===== src/rtl/risc8_ctrl_pkg.sv =====
// Shared constants for the risc8 sequencer: opcode values, instruction field positions
// and the FSM state encoding.
package risc8_ctrl_pkg;

    localparam int unsigned OpcMsb  = 7;
    localparam int unsigned OpcLsb  = 4;
    localparam int unsigned AddrMsb = 3;

    // ALU opcodes (NOP..NOT) extended with the control-only opcodes (LDA..HLT).
    localparam logic [3:0] OpNop = 4'd0;
    localparam logic [3:0] OpAdd = 4'd1;
    localparam logic [3:0] OpSub = 4'd2;
    localparam logic [3:0] OpAnd = 4'd3;
    localparam logic [3:0] OpNot = 4'd4;
    localparam logic [3:0] OpLda = 4'd5;
    localparam logic [3:0] OpSto = 4'd6;
    localparam logic [3:0] OpJmp = 4'd7;
    localparam logic [3:0] OpSkz = 4'd8;
    localparam logic [3:0] OpHlt = 4'd9;

    typedef enum logic [3:0] {
        StIdle,
        StFetch,
        StDecode,
        StSkip,
        StOprd,
        StExec,
        StStore,
        StHalt,
        StFault
    } state_e;

    function automatic logic is_mem_state(state_e st);
        return (st == StFetch) || (st == StOprd) || (st == StStore);
    endfunction

endpackage


===== src/rtl/risc8_ctrl_if.sv =====
// Memory request/acknowledge bus between the sequencer and the memory.
interface risc8_ctrl_if;
    logic mem_rd;
    logic mem_wr;
    logic addr_sel;
    logic mem_ack;

    modport master (
        output mem_rd,
        output mem_wr,
        output addr_sel,
        input  mem_ack
    );

    modport slave (
        input  mem_rd,
        input  mem_wr,
        input  addr_sel,
        output mem_ack
    );
endinterface


===== src/rtl/risc8_ack_timer.sv =====
// Counts cycles a memory strobe waits without mem_ack; tmo flags the last allowed cycle
// so the sequencer can fault on the following edge.
module risc8_ack_timer #(
    parameter int unsigned ACK_TMO = 15
) (
    input  logic clk,
    input  logic rst_n,
    input  logic clear,
    input  logic enable,
    input  logic ack,
    output logic tmo
);
    localparam logic [7:0] TmoLast = 8'(ACK_TMO - 1);

    logic [7:0] cnt_q, cnt_d;

    // An ack on the final cycle takes priority, so tmo is masked by ack.
    assign tmo = enable && !ack && (cnt_q == TmoLast);

    always_comb begin
        cnt_d = cnt_q;
        if (clear) begin
            cnt_d = '0;
        end else if (enable && !ack && !tmo) begin
            cnt_d = cnt_q + 8'd1;
        end
    end

    always_ff @(posedge clk or negedge rst_n) begin
        if (!rst_n) begin
            cnt_q <= '0;
        end else begin
            cnt_q <= cnt_d;
        end
    end
endmodule


===== src/rtl/risc8_ctrl.sv =====
// Multicycle sequencer for the 8-bit CPU: fetch, decode, operand read, execute and store,
// with an ack timeout that parks the machine in FAULT.
module risc8_ctrl
    import risc8_ctrl_pkg::*;
#(
    parameter int unsigned ACK_TMO = 15,
    parameter int unsigned OPC_W   = 4
) (
    input  logic              clk,
    input  logic              rst_n,
    input  logic              start,
    input  logic [7:0]        instr,
    input  logic              alu_zero,
    risc8_ctrl_if.master      bus,
    output logic              ir_ld,
    output logic              opnd_ld,
    output logic              pc_inc,
    output logic              pc_ld,
    output logic              acc_ld,
    output logic [OPC_W-1:0]  alu_op,
    output logic              zflag,
    output logic              halted,
    output logic              fault
);
    state_e     state_q, state_d;
    logic       zflag_q, zflag_d;
    logic       tmo;
    logic [3:0] opcode;
    logic       unused_operand;

    assign opcode         = instr[OpcMsb:OpcLsb];
    // The operand address goes straight to the datapath address mux.
    assign unused_operand = ^instr[AddrMsb:0];

    risc8_ack_timer #(
        .ACK_TMO (ACK_TMO)
    ) u_ack_timer (
        .clk    (clk),
        .rst_n  (rst_n),
        .clear  (state_d != state_q),
        .enable (is_mem_state(state_q)),
        .ack    (bus.mem_ack),
        .tmo    (tmo)
    );

    always_comb begin
        state_d      = state_q;
        bus.mem_rd   = 1'b0;
        bus.mem_wr   = 1'b0;
        bus.addr_sel = 1'b0;
        ir_ld        = 1'b0;
        opnd_ld      = 1'b0;
        pc_inc       = 1'b0;
        pc_ld        = 1'b0;
        acc_ld       = 1'b0;
        alu_op       = OPC_W'(OpNop);
        halted       = 1'b0;
        fault        = 1'b0;

        unique case (state_q)
            StIdle, StHalt, StFault: begin
                halted = (state_q == StHalt);
                fault  = (state_q == StFault);
                if (start) state_d = StFetch;
            end
            StFetch: begin
                bus.mem_rd = 1'b1;
                if (bus.mem_ack) begin
                    ir_ld   = 1'b1;
                    state_d = StDecode;
                end else if (tmo) begin
                    state_d = StFault;
                end
            end
            StDecode: begin
                pc_inc  = (opcode != OpJmp);
                pc_ld   = (opcode == OpJmp);
                state_d = StFetch;
                case (opcode)
                    OpAdd, OpSub, OpAnd, OpLda: state_d = StOprd;
                    OpNot:                      state_d = StExec;
                    OpSto:                      state_d = StStore;
                    OpSkz:                      state_d = zflag_q ? StSkip : StFetch;
                    OpHlt:                      state_d = StHalt;
                    default:                    state_d = StFetch;
                endcase
            end
            StSkip: begin
                pc_inc  = 1'b1;
                state_d = StFetch;
            end
            StOprd: begin
                bus.mem_rd   = 1'b1;
                bus.addr_sel = 1'b1;
                if (bus.mem_ack) begin
                    opnd_ld = 1'b1;
                    state_d = StExec;
                end else if (tmo) begin
                    state_d = StFault;
                end
            end
            StExec: begin
                acc_ld  = 1'b1;
                // LDA passes the operand through the datapath mux, not the ALU.
                alu_op  = (opcode == OpLda) ? OPC_W'(OpNop) : OPC_W'(opcode);
                state_d = StFetch;
            end
            StStore: begin
                bus.mem_wr   = 1'b1;
                bus.addr_sel = 1'b1;
                if (bus.mem_ack) begin
                    state_d = StFetch;
                end else if (tmo) begin
                    state_d = StFault;
                end
            end
            default: state_d = StIdle;
        endcase
    end

    always_comb begin
        zflag_d = zflag_q;
        if (acc_ld) zflag_d = alu_zero;
    end

    assign zflag = zflag_q;

    always_ff @(posedge clk or negedge rst_n) begin
        if (!rst_n) begin
            state_q <= StIdle;
            zflag_q <= 1'b0;
        end else begin
            state_q <= state_d;
            zflag_q <= zflag_d;
        end
    end
endmodule


===== src/flat_wrapper.sv =====
// flat-port wrapper written by rule: the top's interface ports become plain ports
module risc8_ctrl_flat import risc8_ctrl_pkg::*;
#(
    parameter int unsigned ACK_TMO = 15,
    parameter int unsigned OPC_W   = 4
)
  (clk, rst_n, start, instr, alu_zero, ir_ld, opnd_ld, pc_inc, pc_ld, acc_ld, alu_op, zflag, halted, fault, bus_mem_rd, bus_mem_wr, bus_addr_sel, bus_mem_ack);
  risc8_ctrl_if bus_i ();
  input  logic clk;
  input  logic rst_n;
  input  logic start;
  input  logic [7:0] instr;
  input  logic alu_zero;
  output logic ir_ld;
  output logic opnd_ld;
  output logic pc_inc;
  output logic pc_ld;
  output logic acc_ld;
  output logic [OPC_W-1:0] alu_op;
  output logic zflag;
  output logic halted;
  output logic fault;
  output wire logic [$bits(bus_i.mem_rd)-1:0] bus_mem_rd;
  output wire logic [$bits(bus_i.mem_wr)-1:0] bus_mem_wr;
  output wire logic [$bits(bus_i.addr_sel)-1:0] bus_addr_sel;
  input wire logic [$bits(bus_i.mem_ack)-1:0] bus_mem_ack;
  assign bus_mem_rd = bus_i.mem_rd;
  assign bus_mem_wr = bus_i.mem_wr;
  assign bus_addr_sel = bus_i.addr_sel;
  assign bus_i.mem_ack = bus_mem_ack;
  risc8_ctrl #(.ACK_TMO(ACK_TMO), .OPC_W(OPC_W)) u_core (.clk(clk), .rst_n(rst_n), .start(start), .instr(instr), .alu_zero(alu_zero), .bus(bus_i), .ir_ld(ir_ld), .opnd_ld(opnd_ld), .pc_inc(pc_inc), .pc_ld(pc_ld), .acc_ld(acc_ld), .alu_op(alu_op), .zflag(zflag), .halted(halted), .fault(fault));
endmodule

===== config.mk =====
export PLATFORM = sky130hd
export DESIGN_NAME = risc8_ctrl_flat
export DESIGN_NICKNAME = d
export VERILOG_FILES = /design/src/rtl/risc8_ctrl_pkg.sv /design/src/rtl/risc8_ctrl_if.sv /design/src/rtl/risc8_ack_timer.sv /design/src/rtl/risc8_ctrl.sv /design/src/flat_wrapper.sv
export SDC_FILE = /design/constraint.sdc
export NUM_CORES = 1
export LEC_CHECK = 0
export BUFFER_PORTS_ARGS = -buffer_cell sky130_fd_sc_hd__buf_4
export CAP_MARGIN = 15
export CORE_MARGIN = 3
export CORE_UTILIZATION = 45
export DETAILED_ROUTE_END_ITERATION = 6
export PLACE_DENSITY_LB_ADDON = 0.1
export SETUP_SLACK_MARGIN = 0.2
export SYNTH_ARGS = -nofsm -noshare
export SYNTH_HDL_FRONTEND = slang
export SYNTH_HIERARCHICAL = 1
export SYNTH_SLANG_ARGS = --single-unit

===== constraint.sdc =====
create_clock -name clk -period 2.4 [get_ports clk]
set_input_delay 0.12 -clock clk [delete_from_list [all_inputs] [get_ports clk]]
set_output_delay 0.12 -clock clk [all_outputs]
set_load 0.03 [all_outputs]

# --- Yosys cells after proc, flatten, opt, wreduce, memory -nomap -nowiden ---
# Index checks and enable logic that the tools add are counted.
# W data, S select, Z words.
word_totals:
  reg_bits: 13
  inputBits: 13
classes:
  n_addsub: 1
  eq_ne: 20
  mux: 23
  n_reduce_logical: 14
ops:
  columns: ["operator", "n"]
  rows:
  - ["$eq A4 B3 Y1 const B", 8]
  - ["$mux W4", 7]
  - ["$pmux W4 S6", 1]
  - ["$pmux W4 S5", 1]
  - ["$eq A4 B2 Y1 const B", 4]
  - ["$mux W8", 2]
  - ["$eq A4 B4 Y1 const B", 3]
  - ["$mux W1", 10]
  - ["$add A8 B1 Y8 const B", 1]
  - ["$eq A4 B1 Y1 const B", 2]
  - ["$eq A8 B4 Y1 const B", 1]
  - ["$reduce_or A2 Y1", 3]
  - ["$logic_not A4 Y1", 1]
  - ["$ne A4 B3 Y1 const B", 1]
  - ["$ne A4 B4 Y1", 1]
  - ["$reduce_or A4 Y1", 1]
  - ["$logic_and A1 B1 Y1", 3]
  - ["$reduce_or A3 Y1", 1]
  - ["$logic_not A1 Y1", 2]
  - ["$logic_or A1 B1 Y1", 2]
  - ["$mux W2", 1]
  - ["$pmux W1 S2", 1]
  - ["$reduce_bool A2 Y1", 1]

# --- Depth between registers and ports, before layout ---
# Gate-level depths: netlist (run 1).
logic_depth:
  ltp_word: 10
  depth_mapped: 14
  depth_no_buf: 12

# --- Hierarchy ---
# The synthesis (run 1) kept the hierarchy.
by_module_without_submodules:
  columns: ["mod", "instances", "cells_per_inst", "area_per_inst_um2"]
  rows:
  - ["risc8_ctrl", 1, 76, 621.8]
  - ["risc8_ack_timer", 1, 49, 489.2]

# --- Worst setup path before layout (run 1) ---
# Ideal clock, no wire load.
synth_path:
  path_type: "register to register"
  start: "register u_core.state_q[1]"
  end: "register u_core.u_ack_timer.cnt_q[0]"
  setup_time_ns: 0.125
  arrival_time_ns: 2.524
  required_ns: 2.275
  setup_slack_ns: -0.248
  stages_incl_launch_ff: 15
  period_less_slack_ns: 2.648
  cell_sequence: "dfrtp_1 -> buf_4 -> nor2_1 -> nand2_1 -> a21oi_1 -> nand4b_4 -> nor2_1 -> o21bai_1 -> a21oi_1 -> o311ai_4 -> xnor2_1 -> o211ai_1 -> buf_4 -> nor2_1 -> mux2_2"
synth_via:
  elab_chain_cells: 10
  word_cells_on_any_way: 26
  cone_classes: "eq/ne: 9; mux: 7; reduce/logical: 10"
synth_lines:
  columns: ["element", "line", "text"]
  rows:
  - ["from (decl)", "risc8_ctrl.sv:25", "state_e state_q, state_d;"]
  - ["from (signal assigned)", "risc8_ctrl.sv:130", "state_q <= StIdle;"]
  - ["from (signal assigned)", "risc8_ctrl.sv:133", "state_q <= state_d;"]
  - ["$eq A4 B1 Y1 or $eq A4 B3 Y1 (tied branches)", "risc8_ctrl_pkg.sv:34", "return (st == StFetch) || (st == StOprd) || (st == StStore);"]
  - ["$logic_or A1 B1 Y1", "risc8_ctrl_pkg.sv:34", null]
  - ["$logic_or A1 B1 Y1 *", "risc8_ctrl_pkg.sv:34", null]
  - ["$logic_and A1 B1 Y1 * (2 in a row)", "risc8_ack_timer.sv:18", "assign tmo = enable && !ack && (cnt_q == TmoLast);"]
  - ["named net u_core.tmo", "risc8_ctrl.sv:27", "logic tmo;"]
  - ["$mux W4 *", "risc8_ctrl.sv:71, risc8_ctrl.sv:98, risc8_ctrl.sv:113", null]
  - ["$mux W4 (on tied branches)", "risc8_ctrl.sv:111, risc8_ctrl.sv:68, risc8_ctrl.sv:95", null]
  - ["$pmux W4 S6 *", "risc8_ctrl.sv:60", "unique case (state_q)"]
  - ["named net u_core.state_d[0]", "risc8_ctrl.sv:25", null]
  - ["$ne A4 B4 Y1 *", "risc8_ctrl.sv:40", ".clear (state_d != state_q),"]
  - ["$mux W8 or $reduce_bool A2 Y1 (tied branches)", null, null]
  - ["to (signal assigned)", "risc8_ack_timer.sv:33", "cnt_q <= cnt_d;"]
  - ["to (decl)", "risc8_ack_timer.sv:15", "logic [7:0] cnt_q, cnt_d;"]
# Mark *: on every way through the listed nets, which the timed path passes. The rest lies on a longest branch.
# A chain may end at the register's enable or synchronous reset.

# --- Worst setup path after layout (run 1) ---
layout_path:
  start: "register u_core.u_ack_timer.cnt_q[0]"
  end: "register u_core.u_ack_timer.cnt_q[1]"
layout_via:
  elab_chain_cells: 7
  word_cells_on_any_way: 14
  cone_classes: "add/sub: 1; eq/ne: 2; mux: 7; reduce/logical: 4"
layout_lines:
  columns: ["element", "line"]
  rows:
  - ["$eq A8 B4 Y1 *", "risc8_ack_timer.sv:18"]
  - ["$logic_and A1 B1 Y1 *", "risc8_ack_timer.sv:18"]
  - ["named net u_core.tmo", "risc8_ctrl.sv:27"]
  - ["$mux W4 *", "risc8_ctrl.sv:71, risc8_ctrl.sv:98, risc8_ctrl.sv:113"]
  - ["$mux W4 (on tied branches)", "risc8_ctrl.sv:111, risc8_ctrl.sv:68, risc8_ctrl.sv:95"]
  - ["$pmux W4 S6 *", "risc8_ctrl.sv:60"]
  - ["named net u_core.state_d[0]", "risc8_ctrl.sv:25"]
  - ["$ne A4 B4 Y1 *", "risc8_ctrl.sv:40"]
  - ["$mux W8 or $reduce_bool A2 Y1 (tied branches)", null]
# Mark *: on every way through the listed nets, which the timed path passes. The rest lies on a longest branch. The select of a mux whose other input is x is not followed.

==> results of run 1 <==
-- final timing paths --
kind                            cells after the start  slack [ps]                           to                        start
worst max-delay path                               13         120  u_core/u_ack_timer/cnt_q[1]  u_core/u_ack_timer/cnt_q[0]
worst min-delay path                                2          70                 u_core/zflag                     alu_zero
worst max register to register                     13         120  u_core/u_ack_timer/cnt_q[1]  u_core/u_ack_timer/cnt_q[0]
worst min register to register                      1         550                 u_core/zflag                 u_core/zflag
max in group asynchronous                           2        2020  u_core/u_ack_timer/cnt_q[2]                        rst_n
min in group asynchronous                           2         230  u_core/u_ack_timer/cnt_q[3]                        rst_n
-- worst max-delay path: stages (launching register included) --
cell,delay [ps]
dfrtp_1,390
inv_2,80
ha_4,120
nor4b_4,230
nand2_2,120
nor2_4,110
o21bai_1,90
a21oi_2,180
o311ai_4,100
xnor2_1,150
o211ai_1,80
buf_4,190
nor2_1,60
mux2_4,260
-- metal layers --
metal	part of all wire, %	GRT usage [%]	wire length, um	up-vias
li1	-	-	-	564
met5	0	0	0	-
met3	6.6	4.87	182	2
met1	47	26.2	1300	531
met4	0.51	3.13	14	0
met2	46	29.4	1280	35
-- registers in the layout (all words and copies together) (netlist names) --
| name | flops |
|---|---|
| u_core/u_ack_timer/cnt_q | 8 |
| u_core/state_q | 4 |
| u_core/zflag | 1 |
-- timing repair --
action	in CTS	in global routing
setup endpoints to repair	8	8
endpoints found under the hold margin	13	0
resized for setup	12	7
pin swaps	10	3
buffers inserted	5	2
hold buffers	1	0
-- where the power goes --
part | internal, mW | leakage (nW) | switching (mW)
Clock | 0.0646 | 0.0150 | 0.0695
Sequential | 0.257 | 0.176 | 0.0247
Combinational | 0.616 | 0.510 | 0.672
-- final cells by class --
cell class,count,area [um2]
inverter,8,30.0
clock buffer,4,26.3
multi-input combinational,98,797
sequential,13,325
timing repair buffer,49,374
fill,173,688
tap,28,35.0
-- cells by family (layout without fill, tap and decap cells) --
family | count (synthesis) | in the layout
XOR/XNOR | 2 | 2
multiplexers | 3 | 3
AND/OR/NAND/NOR | 55 | 55
adder cells (fa/ha/maj) | 2 | 2
flip-flops | 13 | 13
AO/OA/AOI/OAI | 36 | 36
buffers and inverters | 14 | 61
-- placed cells by master (no fill, tap or decap), types with 2 or more instances in the layout --
cell	count
nand4b_1	2
nand2_1	5
and2_1	2
dfrtp_1	13
nand2b_1	4
nor2_1	11
xnor2_1	2
clkbuf_4	3
and3_1	3
or4_1	4
o31ai_1	4
mux2_2	2
nor2b_4	2
inv_1	7
buf_4	47
o21ai_1	2
a31oi_1	2
o21ai_0	2
a21oi_1	4
nor3_1	5
a21oi_2	6
-- metrics by stage --
| step | setup TNS (ps) | hold slack, ps | util (%) | cells |
|---|---|---|---|---|
| final | 0 | 67.4 | 69.8 | 200 |
| after global routing | -190 | 66.2 | 69.8 | 200 |
| after CTS | 0 | 65.1 | 67.8 | 198 |
| after detailed placement | -713 | -26.5 | 62.3 | 188 |
| after global placement | -139 | -27.5 | 62.3 | 188 |
| after floorplan | 0 | -176 | - | 125 |
==> flow_metrics.tcl, run 1 <==
set metrics [dict create \
    outcome "finished clean" \
    avgSynthCellArea_um2 8.89 \
    grt_pass1_wl_mm 4.77 \
    clockBufferDepth 2 \
    synth_ff_type "dfrtp_1" \
    period_share_pct 95.2 \
    max_slew_margin_pct 77.3 \
    synth_compound_area_share_pct 24.2 \
    cts_tree "built" \
    fin_area_um2 1590 \
    synth-simple-area-share_pct 32.1 \
    setup_viol 0 \
    ys_ff_latch 13 \
    path_max_fanout 7 \
    yosysTopAreaCell "dfrtp_1" \
    slew_violations 0 \
    clkTransAtPathRegs_ps 70 \
    ys_seq_area_share_pct 29.3 \
    viasPerCell 5.66 \
    grt_overflow 0 \
    synth_adder_area_share_pct 2.25 \
    initial_core_util_pct 48.8 \
    worst_slack_ps 116 \
    synth_top_family_by_area "simple AND/OR/NAND/NOR gates" \
    track_usage_pct 18.7 \
    drive_gt1_share_pct 46.5 \
    tightest_slew_ps 338 \
    first_pass_iters 6 \
    dp_slack_ps -203 \
    htreeDepth 1 \
    floorplan.die_area_um2 3100 \
    hold_viol_final 0 \
    endpoint_kind "flip-flop" \
    diodes 0 \
    synth_common_cells "13 x dfrtp_1, 13 x nor2_1, 11 x a21oi_1" \
    dp_hpwl_mm 2.03 \
    routabilityCongestion 0.789 \
    netlist_instances 125 \
    cts.sinks 13 \
    drt-initial-drc-count 33 \
    syn_area_um2 1110 \
    maxCapViolations 0 \
    yosysUniqueCellTypes 48 \
    ir_drop_mv 0.704 \
    rows 17 \
    fin_worst_skew_ps 1.96 \
    p_per_area_nw_per_um2 1070 \
    power.leakage_nw 0.701 \
    root_buffer "clkbuf_4" \
    io_buffers 23 \
    wl_per_cell_um 13.9 \
    crit_type "reg2reg" \
    required_ps 2570 \
    die_h_um 55.7 \
    synthArstFlopShare_pct 100 \
    antenna_found_initial 0 \
    worstSetupStartpointType "flip-flop" \
    drt_wl_total_mm 2.77 \
    vias 1132 \
    post-route-drc-count 0 \
    ys.warnings.count 6 \
    worstPathArrival_ps 2450 \
    die_w_um 55.7 \
    grt_max_degree 16 \
    layout_min_cycle_time_ps 2280 \
    synth_top_cell_area_share_pct 29.3 \
    io_pins 28 \
    postPlaceCellArea_um2 1420 \
    power_mw 1.70 \
    fin_nets 188 \
    clk_latency_ps 280 \
    numCtsBuffers 3 \
    area_growth_pct 42.9 \
    hold_path_class "in2reg" \
    synth.mux.area_fraction_pct 3.04 \
    yosys.area_share.xor_xnor_pct 1.58 \
    rsz0062_at_grt "true" \
    synth_enable_flop_cells 0 \
    grt_pass1_vias 1039 \
    synth_area_leaders "dfrtp_1 29%, a21oi_1 5.0%, nor2_1 4.4%" \
    syn_nets 140 \
    antenna_left 0 \
    core_region_area_um2 2280 \
    clock.fmax_ghz 0.438 \
]
(Power assumes the default switching activity.)
==> run 2, diff against run 1 <==
Settings changed: CAP_MARGIN 15 to 10.
Clock period 2.4 ns to 2.3 ns, I/O delays scaled along.
==> run 2 against run 1 <==
Against the previous run:
- largest power group unchanged
- sequential share of layout area decreased by 0.40 points
- sequential cell count unchanged
- clock power about the same
- clock-buffer cell count unchanged
- maximum frequency is 1.8% lower
- critical endpoint unchanged
- design area grew 2.0%
- final cell count is 3.0% higher
- largest cell class unchanged
- clock skew barely moved
- hold slack improved by 15 ps
- power increased by 3.9%
- highest routed layer is now met3
- core utilization up 1.4 points
- the flow now finishes with violations (negative setup slack)
- first-iteration DRC count down 27%
==> flow_metrics.tcl, run 2 (synthesized netlist as in run 1, its figures left out) <==
set metrics [dict create \
    clockBufferDepth 2 \
    tightest_slew_ps 335 \
    grt_pass1_wl_mm 4.54 \
    largest_reg_flops 8 \
    power_mw 1.77 \
    ir_drop_mv 0.843 \
    cts.sinks 13 \
    grt_max_degree 16 \
    final_common_cell "buf_4" \
    post-route-drc-count 0 \
    seq_area_um2 325 \
    io_pins 28 \
    drt-initial-drc-count 24 \
    fin_nets 194 \
    cts_tree "built" \
    crit_chain "inv_2, ha_4, nor4b_4, nand2_2, nor2_4, o21bai_1, a21oi_2, o311ai_4, xnor2_1, o211ai_1, buf_4, nor2_2, mux2_4" \
    path_max_fanout 7 \
    vias 1156 \
    clkTransAtPathRegs_ps 70 \
    setup_viol 3 \
    fillCellCount 166 \
    violations "negative setup slack" \
    slew_violations 0 \
    grt_pass1_vias 1026 \
    drive_gt1_share_pct 46.6 \
    endpoint_kind "flip-flop" \
    layout_min_cycle_time_ps 2330 \
    rows 17 \
    initial_core_util_pct 48.8 \
    required_ps 2450 \
    first_pass_iters 4 \
    utilization_pct 71.1 \
    max_slew_margin_pct 77.5 \
    path_delay_family "simple AND/OR/NAND/NOR gates" \
    clock.fmax_ghz 0.430 \
    area_growth_pct 45.7 \
    die_h_um 55.7 \
    clk_latency_ps 270 \
    numCtsBuffers 3 \
    antenna_left 0 \
    antenna_found_initial 0 \
    diodes 0 \
    track_usage_pct 17.7 \
    crit_buf_inv 2 \
    core_region_area_um2 2280 \
    critPathSlowestCell "dfrtp_1" \
    fin_worst_skew_ps 2.12 \
    power.leakage_nw 0.746 \
    root_buffer "clkbuf_4" \
    multi_input_area_um2 787 \
    hold_viol_final 0 \
    routabilityCongestion 0.828 \
    die_w_um 55.7 \
    maxCapViolations 0 \
    worstSetupStartpointType "flip-flop" \
    period_share_pct 101 \
    dp_hpwl_mm 2.05 \
    io_buffers 23 \
    rsz0062_at_grt "true" \
    grt_overflow 0 \
    wl_per_cell_um 13.4 \
    p_per_area_nw_per_um2 1090 \
    crit_type "reg2reg" \
    layout_common_cells "54 x buf_4, 13 x dfrtp_1, 11 x nor2_1" \
    htreeDepth 1 \
    timing.hold.ws_ps 82.8 \
    worstPathArrival_ps 2480 \
    hold_path_class "in2reg" \
    max_stage_delay_ps 390 \
    outcome "finished, violations left" \
    drt_wl_total_mm 2.77 \
    top_register "u_core/u_ack_timer/cnt_q" \
    worst_slack_ps -25.5 \
    viasPerCell 5.61 \
    floorplan.die_area_um2 3100 \
]
run 2: what timing repair did:
item,CTS,global route
endpoints found under the setup margin,8,8
hold buffers,1,0
endpoints found under the hold margin,13,0
pin swaps,8,11
setup buffers,7,5
resized for setup,6,9
run 2: path summary, 6_finish.rpt:
check / start / endpoint / slack [ps] / depth (start not counted)
max in group asynchronous: rst_n / u_core/zflag / 1920 / 2
min in group asynchronous: rst_n / u_core/state_q[3] / 220 / 2
max reg2reg: u_core/u_ack_timer/cnt_q[0] / u_core/u_ack_timer/cnt_q[1] / -30 / 13
min reg2reg: u_core/zflag / u_core/zflag / 540 / 1
min: alu_zero / u_core/zflag / 80 / 2
max: u_core/u_ack_timer/cnt_q[0] / u_core/u_ack_timer/cnt_q[1] / -30 / 13
run 2: final cells by class:
type	instances	share of cell area, %
multi-input cells	98	48.6
repair buffers	55	25.7
well taps	28	2.16
flip-flops and latches	13	20.1
inverters	8	1.85
clock buffers	4	1.62
run 2: worst register-to-register path, cell delays in order (launching register included):
cell and delay (ps):
dfrtp_1 390, inv_2 80, ha_4 120, nor4b_4 230
nand2_2 120, nor2_4 130, o21bai_1 100, a21oi_2 180
o311ai_4 120, xnor2_1 160, o211ai_1 100, buf_4 180
nor2_2 50, mux2_4 260
run 2: per-stage QoR:
stage                     TNS (ps)  std cells  area, um2  worst slack, ps
after floorplan               -133        125       1130            -67.0
after global placement       -91.9        189       1430            -46.6
after detailed placement      -383        189       1430             -124
after CTS                        0        201       1540             45.8
after global routing         -1180        206       1620             -170
final                        -50.5        206       1620            -25.5
run 2: metal layers:
layer | share of wire [%] | GRT usage (%) | up-vias | wire length (um)
li1 | - | - | 581 | -
met1 | 48 | 24.9 | 548 | 1340
met2 | 47 | 28.2 | 27 | 1300
met3 | 4.7 | 5.10 | 0 | 131
met4 | 0 | 1.04 | 0 | 0
met5 | 0 | 0 | - | 0
run 2: power breakdown:
part	switching, mW	total, mW	internal [mW]	leakage (nW)
clock	0.0656	0.133	0.0671	0.0150
combinational	0.709	1.35	0.637	0.555
sequential	0.0224	0.290	0.268	0.176
==> run 3, diff against run 2 <==
==> constraint.sdc (replaced) <==
create_clock -name clk -period 2.4 [get_ports clk]
set_input_delay 0.24 -clock clk [delete_from_list [all_inputs] [get_ports clk]]
set_output_delay 0.24 -clock clk [all_outputs]
set_load 0.03 [all_outputs]
==> run 3 against run 2 <==
Against the previous run:
- the run now ends clean
- design area increased by 0.23%
- worst setup slack improved by 120 ps
- combinational power about the same
- critical endpoint unchanged
==> flow_metrics.tcl, run 3 (synthesized netlist as in run 1, its figures left out) <==
set metrics [dict create \
    drt-initial-drc-count 57 \
    floorplan.die_area_um2 3100 \
    comb_power_share_pct 76.2 \
    grt_pass1_vias 1092 \
    track_usage_pct 19.8 \
    io_buffers 23 \
    required_ps 2570 \
    root_buffer "clkbuf_4" \
    clock.fmax_ghz 0.434 \
    fin_nets 192 \
    dp_hpwl_mm 2.05 \
    clk_latency_ps 280 \
    post-route-drc-count 0 \
    cts_tree "built" \
    grt_overflow 0 \
    p_sw_share_pct 44.4 \
    crit_type "reg2reg" \
    initial_core_util_pct 48.8 \
    power.leakage_nw 0.721 \
    fillCellCount 163 \
    maxCapViolations 0 \
    p_per_area_nw_per_um2 1080 \
    tightest_slew_ps 376 \
    routabilityCongestion 0.765 \
    antenna_left 0 \
    clkPwrFrac_pct 7.6 \
    timing.setup.tns_ps 0 \
    slew_violations 0 \
    ir_drop_mv 0.718 \
    wl_per_cell_um 14.2 \
    fin_area_um2 1620 \
    path_max_fanout 6 \
    layout_min_cycle_time_ps 2300 \
    endpoint_kind "flip-flop" \
    max_stage_delay_ps 390 \
    area_growth_pct 46.1 \
    top_register "u_core/u_ack_timer/cnt_q" \
    utilization_pct 71.3 \
    grt_max_degree 16 \
    antenna_found_initial 0 \
    grt_pass1_wl_mm 4.91 \
    seqPwrFrac_pct 16.2 \
    die_h_um 55.7 \
    stdcell_count 204 \
    core_region_area_um2 2280 \
    layout_common_cells "52 x buf_4, 13 x dfrtp_1, 10 x nor2_1" \
    clockBufferDepth 2 \
    worstPathArrival_ps 2480 \
    largest_reg_flops 8 \
    period_share_pct 96.0 \
    power_mw 1.75 \
    worst_slack_ps 96.2 \
    vias 1150 \
    rows 17 \
    critPathSlowestCell "dfrtp_1" \
    io_pins 28 \
    final_common_cell "buf_4" \
    setup_viol 0 \
    dpl.cell_count 188 \
    fin_worst_skew_ps 6.36 \
    diodes 0 \
    max_slew_margin_pct 74.8 \
    numCtsBuffers 3 \
    first_pass_iters 4 \
    p_int_mw 0.976 \
    outcome "finished clean" \
    drt_wl_total_mm 2.90 \
    viasPerCell 5.64 \
    drive_gt1_share_pct 50.0 \
    rsz0062_at_grt "true" \
    cts.sinks 13 \
    timing.hold.ws_ps 192 \
    power_switching_mw 0.779 \
    postPlaceCellArea_um2 1420 \
    htreeDepth 1 \
    hold_viol_final 0 \
    crit_chain "inv_2, ha_4, nor4b_4, nand2_2, nor2_4, nor3_2, a21oi_1, o22a_1, o22ai_2, o211ai_1, buf_4, nor2b_1, mux2_2" \
    die_w_um 55.7 \
    dp_slack_ps -266 \
    worstSetupStartpointType "flip-flop" \
    clkTransAtPathRegs_ps 80 \
    hold_path_class "in2reg" \
]
## run 3: changes by cell type in the layout (fill, tap and decap cells not counted), sizes merged
cell	change
buf	-2
## run 3: final timing paths
| path | from | cells past startpoint | end | slack (ps) |
|---|---|---|---|---|
| setup / recovery | u_core/u_ack_timer/cnt_q[0] | 13 | u_core/u_ack_timer/cnt_q[1] | 100 |
| hold / removal | alu_zero | 2 | u_core/zflag | 190 |
| setup reg to reg | u_core/u_ack_timer/cnt_q[0] | 13 | u_core/u_ack_timer/cnt_q[1] | 100 |
| hold reg to reg | u_core/zflag | 1 | u_core/zflag | 560 |
| max in group asynchronous | rst_n | 2 | u_core/state_q[3] | 1900 |
| min in group asynchronous | rst_n | 2 | u_core/u_ack_timer/cnt_q[3] | 330 |
## run 3: worst max-delay path, delay by kind of cell (launching register included)
kind	cells	cell delay [ps]
mux	1	250
compound gates	4	560
buf+inv	2	270
simple gates	5	590
fa+ha+maj	1	120
flops	1	390
## run 3: timing repair
action / 4_1_cts / 5_1_grt
endpoints found under the hold margin: 13 / 0
buffers inserted: 7 / 4
hold buffers: 1 / 0
pin swaps: 12 / 14
gates resized for setup: 13 / 7
setup endpoints to repair: 8 / 8
## run 3: routing by layer
metal  track usage, %  share of wire (%)  up-vias
met3             5.80                4.2        7
met5                0                  0        -
met4             6.94                1.7        0
met1             25.8                 47      548
met2             31.1                 47       25
li1                 -                  -      570
## run 3: layout make-up
class / count / area (um2) / area share (%)
Multi-Input combinational cell: 98 / 806 / 49.7
Timing Repair Buffer: 53 / 400 / 24.7
Sequential cell: 13 / 325 / 20.0
Tap cell: 28 / 35.0 / 2.16
Inverter: 8 / 30.0 / 1.85
Clock buffer: 4 / 26.3 / 1.62
## run 3: power groups by stage
stage / combinational, mW / clock (mW) / sequential (mW)
2_1_floorplan: 0.738 / 0 / 0.314
3_3_place_gp: 1.05 / 0 / 0.284
5_1_grt: 1.43 / 0.153 / 0.288
4_1_cts: 1.24 / 0.138 / 0.281
6_report: 1.34 / 0.133 / 0.284
3_5_place_dp: 1.07 / 0 / 0.286
